--- src/rtl/freq_meter_pkg.sv ---
// rtl/freq_meter_pkg.sv - shared FSM state type and saturating increment for the period meter.
package freq_meter_pkg;

    typedef enum logic [1:0] {
        IDLE = 2'd0,
        ARM  = 2'd1,
        MEAS = 2'd2
    } state_t;

    // Wide enough for any supported counter width; callers truncate the value back.
    localparam int SAT_W = 64;

    typedef struct packed {
        logic [SAT_W-1:0] val;
        logic             sat;
    } sat_t;

    function automatic sat_t sat_inc(input logic [SAT_W-1:0] cnt, input logic [SAT_W-1:0] max_val);
        sat_t r;
        r.sat = (cnt >= max_val);
        r.val = r.sat ? max_val : cnt + SAT_W'(1);
        return r;
    endfunction

endpackage

--- src/rtl/freq_meter_hyst.sv ---
// rtl/freq_meter_hyst.sv - registered hysteresis comparator with rising-edge detect.
module freq_meter_hyst #(
    parameter int WD = 14
) (
    input  logic          clk,
    input  logic          rst,
    input  logic [WD-1:0] sample,
    input  logic [WD-1:0] threshold,
    output logic          q,
    output logic          rise
);

    logic              prev_q;
    logic signed [WD:0] d;
    logic signed [WD:0] hi;
    logic signed [WD:0] lo;

    // One extra bit so the threshold is a non-negative magnitude and -thr never overflows.
    assign d  = {sample[WD-1], sample};
    assign hi = {1'b0, threshold};
    assign lo = -hi;

    always_ff @(posedge clk or posedge rst) begin
        if (rst) begin
            q      <= 1'b0;
            prev_q <= 1'b0;
        end else begin
            if (d > hi) begin
                q <= 1'b1;
            end else if (d < lo) begin
                q <= 1'b0;
            end
            prev_q <= q;
        end
    end

    assign rise = q & ~prev_q;

endmodule

--- src/rtl/freq_meter_mc.sv ---
// rtl/freq_meter_mc.sv - multi-channel averaging period meter.
// Optional timeout response enabled by defining FREQ_METER_TIMEOUT_EN.
module freq_meter_mc
    import freq_meter_pkg::*;
#(
    parameter int WD       = 14,
    parameter int CH       = 2,
    parameter int CW       = 32,
    parameter int AVG_LOG2 = 2,
    parameter int TIMEOUT  = 2**24
) (
    input  logic             clk,
    input  logic             rst,
    input  logic [CH*WD-1:0] signal_in,
    input  logic [WD-1:0]    threshold,
    input  logic [CH-1:0]    ch_en,
    output logic [CH*CW-1:0] period_out,
    output logic [CH-1:0]    period_valid,
    output logic [CH-1:0]    ovf,
    output logic [CH-1:0]    timeout
);

    localparam int                AW      = CW + AVG_LOG2;
    localparam logic [AVG_LOG2:0] NAVG    = (AVG_LOG2+1)'(2**AVG_LOG2);
    localparam logic [CW-1:0]     CNT_MAX = '1;

    for (genvar k = 0; k < CH; k++) begin : g_ch
        logic              en;
        logic              q;
        logic              rise;
        state_t            state;
        state_t            state_next;
        logic [CW-1:0]     cnt;
        logic [CW-1:0]     smp;
        logic [CW-1:0]     per_q;
        logic [AW-1:0]     acc;
        logic [AW-1:0]     acc_next;
        logic [AW-1:0]     acc_shr;
        logic [AVG_LOG2:0] nsmp;
        logic [AVG_LOG2:0] nsmp_next;
        logic              sat_flag;
        logic              flag_next;
        logic              valid_q;
        logic              ovf_q;
        logic              to_q;
        sat_t              inc;
        logic              do_arm;
        logic              do_sample;
        logic              do_result;
        logic              do_timeout;
        logic              meas_to;
        logic              arm_to;
        logic              unused_bits;

        assign en = ch_en[k];

        freq_meter_hyst #(.WD(WD)) u_hyst (
            .clk       (clk),
            .rst       (rst),
            .sample    (signal_in[k*WD +: WD]),
            .threshold (threshold),
            .q         (q),
            .rise      (rise)
        );

        always_comb inc = sat_inc(SAT_W'(cnt), SAT_W'(CNT_MAX));

        assign smp       = inc.val[CW-1:0];
        assign acc_next  = acc + AW'(smp);
        assign acc_shr   = acc_next >> AVG_LOG2;
        assign nsmp_next = nsmp + (AVG_LOG2+1)'(1);
        assign flag_next = sat_flag | inc.sat;

`ifdef FREQ_METER_TIMEOUT_EN
        logic [31:0] wcnt;

        // Compared at full width so a narrow counter that saturates below TIMEOUT never fires.
        assign meas_to = !rise && (SAT_W'(cnt) == SAT_W'(TIMEOUT - 1));
        assign arm_to  = !rise && (wcnt == 32'(TIMEOUT - 1));

        always_ff @(posedge clk or posedge rst) begin
            if (rst) begin
                wcnt <= '0;
            end else if (en && state == ARM && !rise && !arm_to) begin
                wcnt <= wcnt + 32'd1;
            end else begin
                wcnt <= '0;
            end
        end
`else
        assign meas_to = 1'b0;
        assign arm_to  = 1'b0;
`endif

        assign unused_bits = ^{inc.val, acc_shr, TIMEOUT};

        always_ff @(posedge clk or posedge rst) begin
            if (rst) begin
                state <= IDLE;
            end else begin
                state <= state_next;
            end
        end

        always_comb begin
            state_next = state;
            if (!en) begin
                state_next = IDLE;
            end else begin
                case (state)
                    IDLE:    state_next = ARM;
                    ARM:     if (rise) state_next = MEAS;
                    MEAS:    if (meas_to) state_next = ARM;
                    default: state_next = IDLE;
                endcase
            end
        end

        always_comb begin
            do_arm     = 1'b0;
            do_sample  = 1'b0;
            do_result  = 1'b0;
            do_timeout = 1'b0;
            if (en) begin
                case (state)
                    ARM: begin
                        do_arm     = rise;
                        do_timeout = arm_to;
                    end
                    MEAS: begin
                        do_sample  = rise;
                        do_result  = rise && (nsmp_next == NAVG);
                        do_timeout = meas_to;
                    end
                    default: ;
                endcase
            end
        end

        always_ff @(posedge clk or posedge rst) begin
            if (rst) begin
                cnt      <= '0;
                acc      <= '0;
                nsmp     <= '0;
                sat_flag <= 1'b0;
                per_q    <= '0;
                valid_q  <= 1'b0;
                ovf_q    <= 1'b0;
                to_q     <= 1'b0;
            end else begin
                valid_q <= do_result | do_timeout;
                if (!en || state == IDLE) begin
                    cnt      <= '0;
                    acc      <= '0;
                    nsmp     <= '0;
                    sat_flag <= 1'b0;
                end else if (do_arm) begin
                    cnt <= '0;
                end else if (do_sample) begin
                    cnt <= '0;
                    if (do_result) begin
                        acc      <= '0;
                        nsmp     <= '0;
                        sat_flag <= 1'b0;
                        per_q    <= flag_next ? CNT_MAX : acc_shr[CW-1:0];
                        ovf_q    <= flag_next;
                        to_q     <= 1'b0;
                    end else begin
                        acc      <= acc_next;
                        nsmp     <= nsmp_next;
                        sat_flag <= flag_next;
                    end
                end else if (do_timeout) begin
                    cnt      <= '0;
                    acc      <= '0;
                    nsmp     <= '0;
                    sat_flag <= 1'b0;
                    per_q    <= '0;
                    ovf_q    <= 1'b0;
                    to_q     <= 1'b1;
                end else if (state == MEAS) begin
                    cnt <= smp;
                end
            end
        end

        assign period_out[k*CW +: CW] = per_q;
        assign period_valid[k]        = valid_q;
        assign ovf[k]                 = ovf_q;
        assign timeout[k]             = to_q;
    end

endmodule

--- config.mk ---
export PLATFORM = sky130hd
export DESIGN_NAME = freq_meter_mc
export DESIGN_NICKNAME = d
export VERILOG_FILES = /design/src/rtl/freq_meter_pkg.sv /design/src/rtl/freq_meter_hyst.sv /design/src/rtl/freq_meter_mc.sv
export SDC_FILE = /design/constraint.sdc
export NUM_CORES = 1
export LEC_CHECK = 0
export ABC_AREA = 1
export CAP_MARGIN = 20
export CORE_MARGIN = 5
export CORE_UTILIZATION = 55
export DETAILED_ROUTE_END_ITERATION = 10
export PLACE_DENSITY = 0.82
export SLEW_MARGIN = 20
export SYNTH_ARGS = -nofsm -noshare
export SYNTH_HDL_FRONTEND = slang
export SYNTH_SLANG_ARGS = --single-unit
--- constraint.sdc ---
create_clock -name clk -period 10.7 [get_ports clk]
set_input_delay 3.21 -clock clk [delete_from_list [all_inputs] [get_ports clk]]
set_output_delay 3.21 -clock clk [all_outputs]
set_load 0.02 [all_outputs]
# Word-level counts from Yosys, hierarchy flattened
# Cells that the tools add are included.
# classes
n_eq_ne	12
muxes	70
bitwise_logic	10
n_addsub	7
n_lt_le_gt_ge	6
reduce_logical	20
# op_table
operator	count
32-bit 2-to-1 mux	16
34-bit 2-to-1 mux	8
34-bit by 32-bit adder with 34-bit output	2
32-bit by 1-bit adder with 32-bit output, second input constant	2
32-bit greater-or-equal comparator, second input constant	2
1-bit 2-to-1 mux	32
14-bit by 15-bit greater-than comparator with 1-bit output	2
14-bit by 15-bit less-than comparator with 1-bit output	2
3-bit 2-to-1 mux	8
14-bit negation with 15-bit output	1
2-bit case mux with 3 select lines	2
2-bit 2-to-1 mux	4
2-bit AND reduction	4
4-bit AND reduction	2
2-bit nonzero test	4
4-bit nonzero test	2
3-bit by 1-bit adder with 3-bit output, second input constant	2
3-bit == test, second input constant	2
3-bit != test, second input constant	2
1-bit inverter	6
2-bit by 1-bit == test with 1-bit output, second input constant	2
2-bit == test, second input constant	2
2-bit zero test	2
2-bit by 1-bit != test with 1-bit output, second input constant	2
6 further kinds	12
# totals
wordCells	147
output_inout_bits	70
register_bits	218

# Depth between registers and ports, before layout
# Gate-level depths: netlist (run 1).
# depth
depth_word	9
ltp_mapped	23
ltp_nobuf	23

# Modules after synthesis
# From an unflattened synthesis (run 1), not the netlist that was laid out.
# unflattened
cells_unflattened	2568
hier_area_um2	17137.7
# by_module_without_submodules
mod	seq_area_each_um2	cells_each	area_each_um2	n_inst
freq_meter_mc	5305.1	2232	15030.7	1
freq_meter_hyst	50.0	168	1053.5	2

# Least setup slack after synthesis (run 1)
# Ideal clock, no wire load.
# synth_path
path_kind	in2reg
from	input threshold[1]
to	register g_ch[0].u_hyst.q
t_arrival_ns	5.528
cell_stages	20
required_ns	10.582
slack_ns	5.054
n_path_buf	0
cell_sequence	inv_1 > ha_1 > nand2_1 > nor2_1 > nand4_1 > nor2_1 > nand4_1 > or2_2 > nor3_1 > ha_1 > nand2_1 > inv_1 > nand3_1 > inv_1 > a21oi_1 > nand2_1 > nand2_1 > nand2_1 > nand3_1 > nand2_1
# synth_via
elab_chain_cells	3
word_cells_on_any_way	5
cone_classes	1 x add/sub; 2 x order compare; 1 x mux; 1 x reduce/logical
# synth_lines
element	line_no	source
from (decl)	freq_meter_mc.sv:15	input logic [WD-1:0] threshold,
14-bit negation with 15-bit output	freq_meter_hyst.sv:21	assign lo = -hi;
14-bit by 15-bit less-than comparator with 1-bit output	freq_meter_hyst.sv:30	end else if (d < lo) begin
2-bit nonzero test (no line)	n/a	
to (signal assigned)	freq_meter_hyst.sv:25	q <= 1'b0;
to (signal assigned)	freq_meter_hyst.sv:29	q <= 1'b1;
to (signal assigned)	freq_meter_hyst.sv:31	q <= 1'b0;
to (decl)	freq_meter_hyst.sv:9	output logic q,
# Parallel ways exist; a longest one is shown, timed or not.
# A chain may end at the register's enable or synchronous reset.

# Worst setup path in the final report (run 1)
# layout_path
from	input threshold[0]
to	register g_ch[0].u_hyst.q
# Same word-level chain as after synthesis.

==> results.cfg, run 1 <==
[power]
p_leak_nw = 10.2
design_power_total_w = 0.00190
powerDensity_nw_per_um2 = 101
switching_power_w = 0.000449
swShare = 0.236
clkPwrFrac = 0.503
p_seq_frac = 0.433
internal_power_w = 0.00145
pwr-share-comb = 0.065
vdd_drop_max_mv = 0.131

[timing]
worstMarginPinSlew_ns = 0.991
slew_viol_final = 0
finalHoldViolCount = 0
finalSetupTns_ns = 0
fin_crit_ns = 5.87
post-route-period-util = 0.549
slew_headroom = 0.339
worst_slack_ns = 4.83
setup_viol = 0
hold_ws_ns = 0.454
fmax_mhz = 170
rsz0062_at_grt = false
fin_worst_skew_ns = 0.0146

[synthesis]
yosys_warnings = 0
synth_seq_cells = 216
synth_cells = 2465
synthDistinctLibCells = 46
synth-async-reset-ratio = 1.00
synthFlopType = dfrtp_1
synth_edf_count = 0
synth-seq-area-share = 0.326
synth_area_um2 = 16600
syn_area_per_cell_um2 = 6.72

[clock_network]
cts_sinks = 216
max-clock-path-buffers = 3
clock_latency_ns = 0.55
path_clk_slew_ns = 0.06
cts_inserted_buffers = 26
cts_tree = done
cts-resized-gates = 0
cts_setup_buffers = 0
root_buffer = clkbuf_16
htree_levels = 1
cts_hold_buf = 0

[grt]
grt.total_usage = 0.296
grt_pass1_wl_um = 81700
antenna_found_initial = 1
grt_max_degree = 139
grt_pass1_vias = 15858
overflow = 0

[floorplan]
die_y_um = 184
ios = 116
rows = 63
die-area_um2 = 33700
die_width_um = 184
start_util = 0.558
core_area_um2 = 29700

[setup_path]
cp-end-kind = flip-flop
crit_required_ns = 11.13
path_max_fanout = 4
critPathArrivalTime_ns = 6.31
worstSetupPathType = in2reg
setup.worst_path.start_class = input port

[placement]
gp_congestion = 1.00
io_buffers = 113
place_area_um2 = 18000
dp_worst_setup_slack_ns = 4.25
hpwl_um = 39000

[finish]
stdcell_area_um2 = 18900
drive_above_1_share = 0.0395
fillers = 2679
antenna_cells = 0
fin_nets = 2738
areaGrowthSynthToFinish_pct = 14.1

[route]
vias = 16665
avgViaCountPerCell = 5.61
first_pass_iters = 8
drt_iter0_drc = 1695
postRouteAntennaNets = 0
wire_per_inst_um = 17.0
remaining_drc_errors = 0
wl_um = 50500

[worst_hold_path]
hold_path.class = reg2reg

[job]
cap_viol_max_count = 0

[run_status]
status = complete, no violations
-- critical path, stage by stage --
cell and delay (ns):
clkdlybuf4s50_1 0.45, inv_1 0.09, ha_1 0.18, nand2_1 0.07, nor2_1 0.20, nand4_1 0.15, nor2_1 0.22, nand4_1 0.14
or2_2 0.32, nor3_1 0.23, ha_1 0.33, nand2_1 0.08, inv_1 0.05, nand3_1 0.09, inv_1 0.05, a21oi_1 0.17
nand2_1 0.07, nand2_1 0.06, nand2_1 0.04, nand3_1 0.07, nand2_1 0.05
-- synthesized netlist by cell type, drive strengths merged, types with 9 or more instances --
cell type / n / area (um2)
xnor2: 15 / 131
dfrtp: 216 / 5410
mux2i: 15 / 150
xor2: 29 / 254
o211ai: 15 / 113
a22o: 9 / 78.8
nor2: 191 / 743
buf: 26 / 168
a21oi: 90 / 450
nand3: 236 / 1230
inv: 308 / 1160
o21ai: 116 / 581
a21boi: 12 / 90.1
nand3b: 15 / 113
or2: 21 / 131
nor3: 47 / 272
clkbuf: 26 / 97.6
nand2: 881 / 3320
nand4: 34 / 213
o21bai: 12 / 90.1
ha: 129 / 1610
-- final cells by class --
class	count	area [um2]	share of cell area
Inverter	309	1170	0.0617
Clock inverter	8	144	0.00761
Tap cell	390	488	0.0258
Timing Repair Buffer	119	1180	0.0624
Clock buffer	39	771	0.0408
Sequential cell	216	5410	0.286
Multi-Input combinational cell	1889	9760	0.516
-- power groups by stage --
| stage | registers (W) | clock network (W) | logic [W] |
|---|---|---|---|
| floorplan | 0.000837 | 0 | 0.0000733 |
| global placement | 0.000838 | 0 | 0.000120 |
| detailed placement | 0.000838 | 0 | 0.000123 |
| CTS | 0.000823 | 0.000963 | 0.000124 |
| global route | 0.000823 | 0.000994 | 0.000141 |
| finish | 0.000823 | 0.000956 | 0.000123 |
-- stage by stage --
stage	std cells	utilization
floorplan	2466	-
global placement	2923	0.605
detailed placement	2923	0.605
CTS	2970	0.636
global route	2970	0.636
finish	2970	0.636
-- cells in the final DEF, fill, tap and decap left out, types with 7 or more instances in the layout --
| cell | count |
|---|---|
| nand2_1 | 876 |
| a22o_1 | 9 |
| o211ai_1 | 15 |
| dfrtp_1 | 216 |
| clkdlybuf4s50_1 | 113 |
| nand3_1 | 227 |
| a21oi_1 | 90 |
| inv_2 | 8 |
| clkbuf_16 | 27 |
| nor2_1 | 184 |
| mux2i_1 | 15 |
| or2_2 | 20 |
| nor3_1 | 41 |
| o21ai_0 | 116 |
| nand3b_1 | 15 |
| clkbuf_1 | 7 |
| xor2_1 | 29 |
| inv_1 | 299 |
| xnor2_1 | 15 |
| nand3_2 | 9 |
| o21bai_1 | 12 |
| a21boi_1 | 10 |
| nand4_1 | 34 |
| ha_1 | 129 |
-- final timing paths --
path / start / to / slack [ns] / depth (start not counted)
worst min-delay path: g_ch[1].u_hyst.q / g_ch[1].u_hyst.prev_q / 0.45 / 0
worst max register to register: g_ch[0].cnt[0] / g_ch[0].per_q[12] / 6.60 / 18
worst min register to register: g_ch[1].u_hyst.q / g_ch[1].u_hyst.prev_q / 0.45 / 0
max in group asynchronous: rst / g_ch[1].cnt[23] / 6.06 / 3
worst max-delay path: threshold[0] / g_ch[0].u_hyst.q / 4.83 / 21
min in group asynchronous: rst / g_ch[1].u_hyst.q / 3.27 / 2
-- cell families (layout without fill, tap and decap cells) --
family                     count (synthesis)  in the layout  synth area share
and+or+nand+nor                         1434           1434             0.367
buffers and inverters                    361            475            0.0860
AOI/OAI and AO/OA                        263            263            0.0886
DFF                                      216            216             0.326
adders and majority gates                131            131            0.0998
xor gates and xnor gates                  44             44            0.0233
muxes                                     15             15           0.00906
other                                      1              2          0.000226
-- state kept, by name, indices dropped and copies added (netlist names) --
name / count
g_ch.acc: 68
g_ch.u_hyst.q: 2
g_ch.per_q: 64
g_ch.ovf_q: 2
g_ch.cnt: 64
g_ch.valid_q: 2
g_ch.state: 4
g_ch.sat_flag: 2
g_ch.u_hyst.prev_q: 2
g_ch.nsmp: 6
-- metal layers --
layer  global-route usage  wire, um  vias up
met2                0.445     21500      634
met5                    0         0        -
met3               0.0621      4380       97
met4               0.0805      1450        0
met1                0.434     23100     7781
li1                     -         -     8153
Power figures use the tool's default switching activity.
==> inputs of run 2 (changes only) <==
clock period = 6.08 ns   (was 10.7 ns; I/O delays follow)
==> run 2 against run 1 <==
  * Sequential share of layout area about the same
  * Sequential cell count unchanged
  * Critical path depth down 10
  * Worst setup slack worse by 3.3 ns
  * Combinational power up 77%
  * Via count up 0.44%
  * Largest power group unchanged
  * First-iteration DRC count down 0.12%
  * Die area unchanged
  * Clock power up 66%
  * Critical endpoint is now g_ch[0].per_q[23]
  * Total power up 71%
  * Hold slack worse by 0.017 ns
==> results.cfg, run 2 (same netlist as run 1, synthesis figures left out) <==
[clock_network]
cts_sinks = 216
root_buffer = clkbuf_16
cts_tree = done
cts_inserted_buffers = 26
path_clk_slew_ns = 0.06
clock_latency_ns = 0.55
cts-resized-gates = 0
htree_levels = 1
cts_setup_buffers = 0
cts_hold_buf = 0
max-clock-path-buffers = 3

[timing]
fin_worst_skew_ns = 0.0138
fmax_mhz = 221
slew_viol_final = 0
hold_ws_ns = 0.437
finalHoldViolCount = 0
finalSetupTns_ns = 0
worstMarginPinSlew_ns = 0.940
setup_viol = 0
slew_headroom = 0.373
post-route-period-util = 0.744
fin_crit_ns = 4.52
rsz0062_at_grt = false

[finish]
mostFrequentLayoutCells = nand2_1 (876), inv_1 (299), nand3_1 (227)
fin_nets = 2740
fillers = 2706
top_register = g_ch.acc
largest_reg_flops = 68
reg.largest.list = g_ch.acc x68, g_ch.cnt x64, g_ch.per_q x64
final_common_cell = nand2_1
multi_input_area_um2 = 9760
instances_no_fill = 2973
antenna_cells = 0
finish.utilization = 0.635
seq_area_um2 = 5410
drive_above_1_share = 0.0410
areaGrowthSynthToFinish_pct = 14.0

[worst_hold_path]
hold_depth = 0
min-delay-start = g_ch[1].u_hyst.q
hold_path.class = reg2reg
hold-path-endpoint = g_ch[1].u_hyst.prev_q

[floorplan]
start_util = 0.558
rows = 63
ios = 116
die_width_um = 184
core_area_um2 = 29700
die_y_um = 184
die-area_um2 = 33700

[route]
wl_met1_um = 23500
avgViaCountPerCell = 5.63
wl_met2_um = 21900
wl_um = 50900
highest_layer = met4
wire_per_inst_um = 17.1
remaining_drc_errors = 0
met3_length_um = 4670
postRouteAntennaNets = 0
vias = 16738
drt_iter0_drc = 1693
first_pass_iters = 7

[grt]
overflow = 0
antenna_found_initial = 0
grt.total_usage = 0.296
grt_pass1_wl_um = 82200
grt_pass1_vias = 15660
grt_max_degree = 162

[setup_path]
r2r_slack_ns = 1.94
cpMaxStageDelayCell = clkinv_1
crit_required_ns = 6.51
ff2ff_path_depth = 19
critPathArrivalTime_ns = 4.95
rr_startpoint = g_ch[0].cnt[0]
reg2reg_to = g_ch[0].per_q[16]
path_max_fanout = 39
worstSetupPathType = in2reg
path_cells = clkdlybuf4s50_1 > inv_1 > nor3_1 > inv_1 > nor2_1 > nand2_1 > buf_4 > clkinv_1 > nand2_2 > a21boi_1 > nand2_1
setup.worst_path.start_class = input port
cp-end-kind = flip-flop
worst_path_largest_cell_delay_ns = 0.79

[placement]
io_buffers = 113
gp_congestion = 0.989
hpwl_um = 39700
dpl.cell_count = 2925

[run_status]
status = complete, no violations

[power]
p_leak_nw = 10.2
vdd_drop_max_mv = 0.193
powerDensity_nw_per_um2 = 172

[job]
cap_viol_max_count = 0
[run 2: changes by cell type in the layout (fill, tap and decap cells not counted), moves of 2 or more]
cell and delta:
clkinv_2 +2, clkinvlp_4 +2, bufinv_16 -2, buf_4 +2
[run 2: final cells by class]
cell class                 count  area share
timing repair buffer         121      0.0637
sequential                   216       0.286
tap                          390      0.0258
multi-input combinational   1889       0.517
inverter                     309      0.0616
clock inverter                12     0.00716
clock buffer                  36      0.0386
[run 2: power by group]
group,internal [W],total [W],switching [W]
clock,0.000928,0.00159,0.000659
combinational,0.0000743,0.000218,0.000144
sequential,0.00144,0.00145,0.00000445
total,0.00245,0.00325,0.000807
[run 2: how the worst max path moves through the flow]
stage	start	cells past startpoint	endpoint	slack [ns]
4_1_cts	threshold[0]	21	g_ch[0].u_hyst.q	1.56
3_5_place_dp	threshold[0]	21	g_ch[0].u_hyst.q	0.99
2_1_floorplan	rst	1	g_ch[0].acc[0]	1.44
5_1_grt	threshold[0]	21	g_ch[0].u_hyst.q	1.22
6_report	ch_en[0]	11	g_ch[0].per_q[23]	1.56
3_3_place_gp	threshold[0]	21	g_ch[0].u_hyst.q	1.05
[run 2: layer usage]
metal | GRT usage | vias to the layer above
met5 | 0 | -
met3 | 0.0552 | 65
met1 | 0.444 | 7828
li1 | - | 8150
met4 | 0.0551 | 0
met2 | 0.452 | 695
[run 2: through the flow]
stage                     cell area [um2]  total power (W)  setup WS [ns]
after floorplan                     16600          0.00160           1.44
after global placement              18000          0.00169           1.05
after detailed placement            18000          0.00169          0.988
after CTS                           18900          0.00328           1.56
after global routing                18900          0.00336           1.22
final                               18900          0.00325           1.56
[run 2: critical path: cells and delay by family]
| family | cells | cell delay [ns] |
|---|---|---|
| compound gates | 1 | 0.25 |
| simple gates | 5 | 1.06 |
| buf+inv | 5 | 1.79 |
==> inputs of run 3 (changes only) <==
clock period = 4.2 ns   (was 6.08 ns; I/O delays follow)
==> run 3 against run 2 <==
  * Global-route usage is 0.75 points higher
  * Worst setup slack worse by 1.2 ns
  * Sequential power is 45% higher
  * Clock-buffer cell count is 5 lower
  * Critical path depth is 10 higher
  * Sequential share of layout area is 0.29 points lower
  * Cell area is 1.0% higher
  * Critical endpoint is now g_ch[0].u_hyst.q
  * Highest routed layer unchanged
==> results.cfg, run 3 (same netlist as run 1, synthesis figures left out) <==
[floorplan]
die-area_um2 = 33700
rows = 63
ios = 116
start_util = 0.558
die_y_um = 184
core_area_um2 = 29700
die_width_um = 184

[timing]
slew_headroom = 0.434
slew_viol_final = 0
fin_crit_ns = 3.84
finalHoldViolCount = 0
post-route-period-util = 0.914
fin_worst_skew_ns = 0.0174
rsz0062_at_grt = false
setup_viol = 0
worst_slack_ns = 0.363
hold_ws_ns = 0.440
worstMarginPinSlew_ns = 0.848
fmax_mhz = 261

[finish]
fin_nets = 2763
drive_above_1_share = 0.0503
reg.largest.list = g_ch.acc x68, g_ch.cnt x64, g_ch.per_q x64
fillers = 2651
areaGrowthSynthToFinish_pct = 15.1
largest_reg_flops = 68
final_common_cell = nand2_1
antenna_cells = 0
top_register = g_ch.acc
mostFrequentLayoutCells = nand2_1 (876), inv_1 (299), nand3_1 (227)

[clock_network]
max-clock-path-buffers = 3
clock_latency_ns = 0.55
cts_setup_buffers = 0
cts_inserted_buffers = 26
cts_tree = done
htree_levels = 1
path_clk_slew_ns = 0.06
root_buffer = clkbuf_16
cts_sinks = 216

[job]
cap_viol_max_count = 0

[setup_path]
setup.worst_path.start_class = input port
critPathArrivalTime_ns = 4.26
crit_required_ns = 4.62
worstSetupPathType = in2reg
path_max_fanout = 3
cp-end-kind = flip-flop

[grt]
grt_pass1_wl_um = 83900
overflow = 0
grt_pass1_vias = 16141
grt_max_degree = 44
antenna_found_initial = 0
grt.total_usage = 0.304

[power]
internal_power_w = 0.00352
p_leak_nw = 10.3
switching_power_w = 0.00115
clkPwrFrac = 0.479
pwr-share-comb = 0.072
powerDensity_nw_per_um2 = 245
swShare = 0.246
p_seq_frac = 0.449
vdd_drop_max_mv = 0.289

[route]
first_pass_iters = 6
wire_per_inst_um = 17.1
postRouteAntennaNets = 0
avgViaCountPerCell = 5.64
drt_iter0_drc = 1761
remaining_drc_errors = 0
wl_um = 51300
vias = 16894

[run_status]
status = complete, no violations

[placement]
hpwl_um = 40000
dp_worst_setup_slack_ns = -0.171
io_buffers = 113
gp_congestion = 1.01

[worst_hold_path]
hold_path.class = reg2reg
run 3: cell count changes in the layout (fill, tap and decap cells not counted), sizes merged:
cell / previous run / this run
inv: 309 / 307
buf: 8 / 31
clkbuf: 36 / 31
clkinv: 8 / 11
clkinvlp: 2 / 4
run 3: power by group through the flow:
stage / Sequential (W) / Clock (W) / Combinational [W]
finish: 0.00210 / 0.00224 / 0.000334
global route: 0.00210 / 0.00236 / 0.000379
CTS: 0.00210 / 0.00227 / 0.000337
detailed placement: 0.00213 / 0 / 0.000335
global placement: 0.00213 / 0 / 0.000326
floorplan: 0.00213 / 0 / 0.000187
run 3: repair_timing:
item	4_1_cts	5_1_grt
resized for setup	0	1
setup endpoints to repair	0	1
hold buffers	0	0
run 3: worst paths after layout:
kind                            cells after the start  slack (ns)               endpoint        startpoint
worst max register to register                     19        0.44      g_ch[0].per_q[16]    g_ch[0].cnt[0]
max in group asynchronous                           3        2.33      g_ch[1].per_q[28]               rst
worst max-delay path                               21        0.36       g_ch[0].u_hyst.q      threshold[0]
worst min-delay path                                0        0.44  g_ch[0].u_hyst.prev_q  g_ch[0].u_hyst.q
min in group asynchronous                           2        1.19         g_ch[1].cnt[0]               rst
worst min register to register                      0        0.44  g_ch[0].u_hyst.prev_q  g_ch[0].u_hyst.q
run 3: through the flow:
step	total power, W	utilization	TNS, ns	cells	cell area [um2]
2_1_floorplan	0.00232	-	0	2466	16600
6_report	0.00467	0.642	0	2994	19100
3_5_place_dp	0.00247	0.614	-0.316	2948	18200
3_3_place_gp	0.00246	0.614	-0.210	2948	18200
5_1_grt	0.00483	0.642	0	2994	19100
4_1_cts	0.00470	0.642	0	2994	19100
run 3: layout make-up:
class | count | area, um2 | share of cell area
clock buffers | 31 | 701 | 0.0367
flip-flops and latches | 216 | 5410 | 0.283
clock inverters | 15 | 136 | 0.00715
repair buffers | 144 | 1430 | 0.0748
multi-input cells | 1889 | 9760 | 0.512
inverters | 309 | 1160 | 0.0610
well taps | 390 | 488 | 0.0256
run 3: metal layers:
layer	wire length (um)	GRT usage	vias to the layer above
met2	22400	0.470	672
met1	23300	0.449	7955
met4	967	0.0596	0
met5	0	0	-
li1	-	-	8197
met3	4650	0.0550	70
run 3: critical path, cell delays in order:
cell             delay (ns)
clkdlybuf4s50_1        0.42
inv_1                  0.09
ha_1                   0.16
nand2_1                0.06
nor2_1                 0.14
nand4_1                0.13
nor2_1                 0.21
nand4_1                0.16
or2_2                  0.34
xor2_1                 0.21
ha_1                   0.28
nand2_1                0.07
inv_1                  0.03
o21ai_0                0.15
nand2_1                0.07
a21oi_1                0.16
nand2_1                0.07
nand2_1                0.06
nand2_1                0.05
nand3_1                0.08
nand2_1                0.05
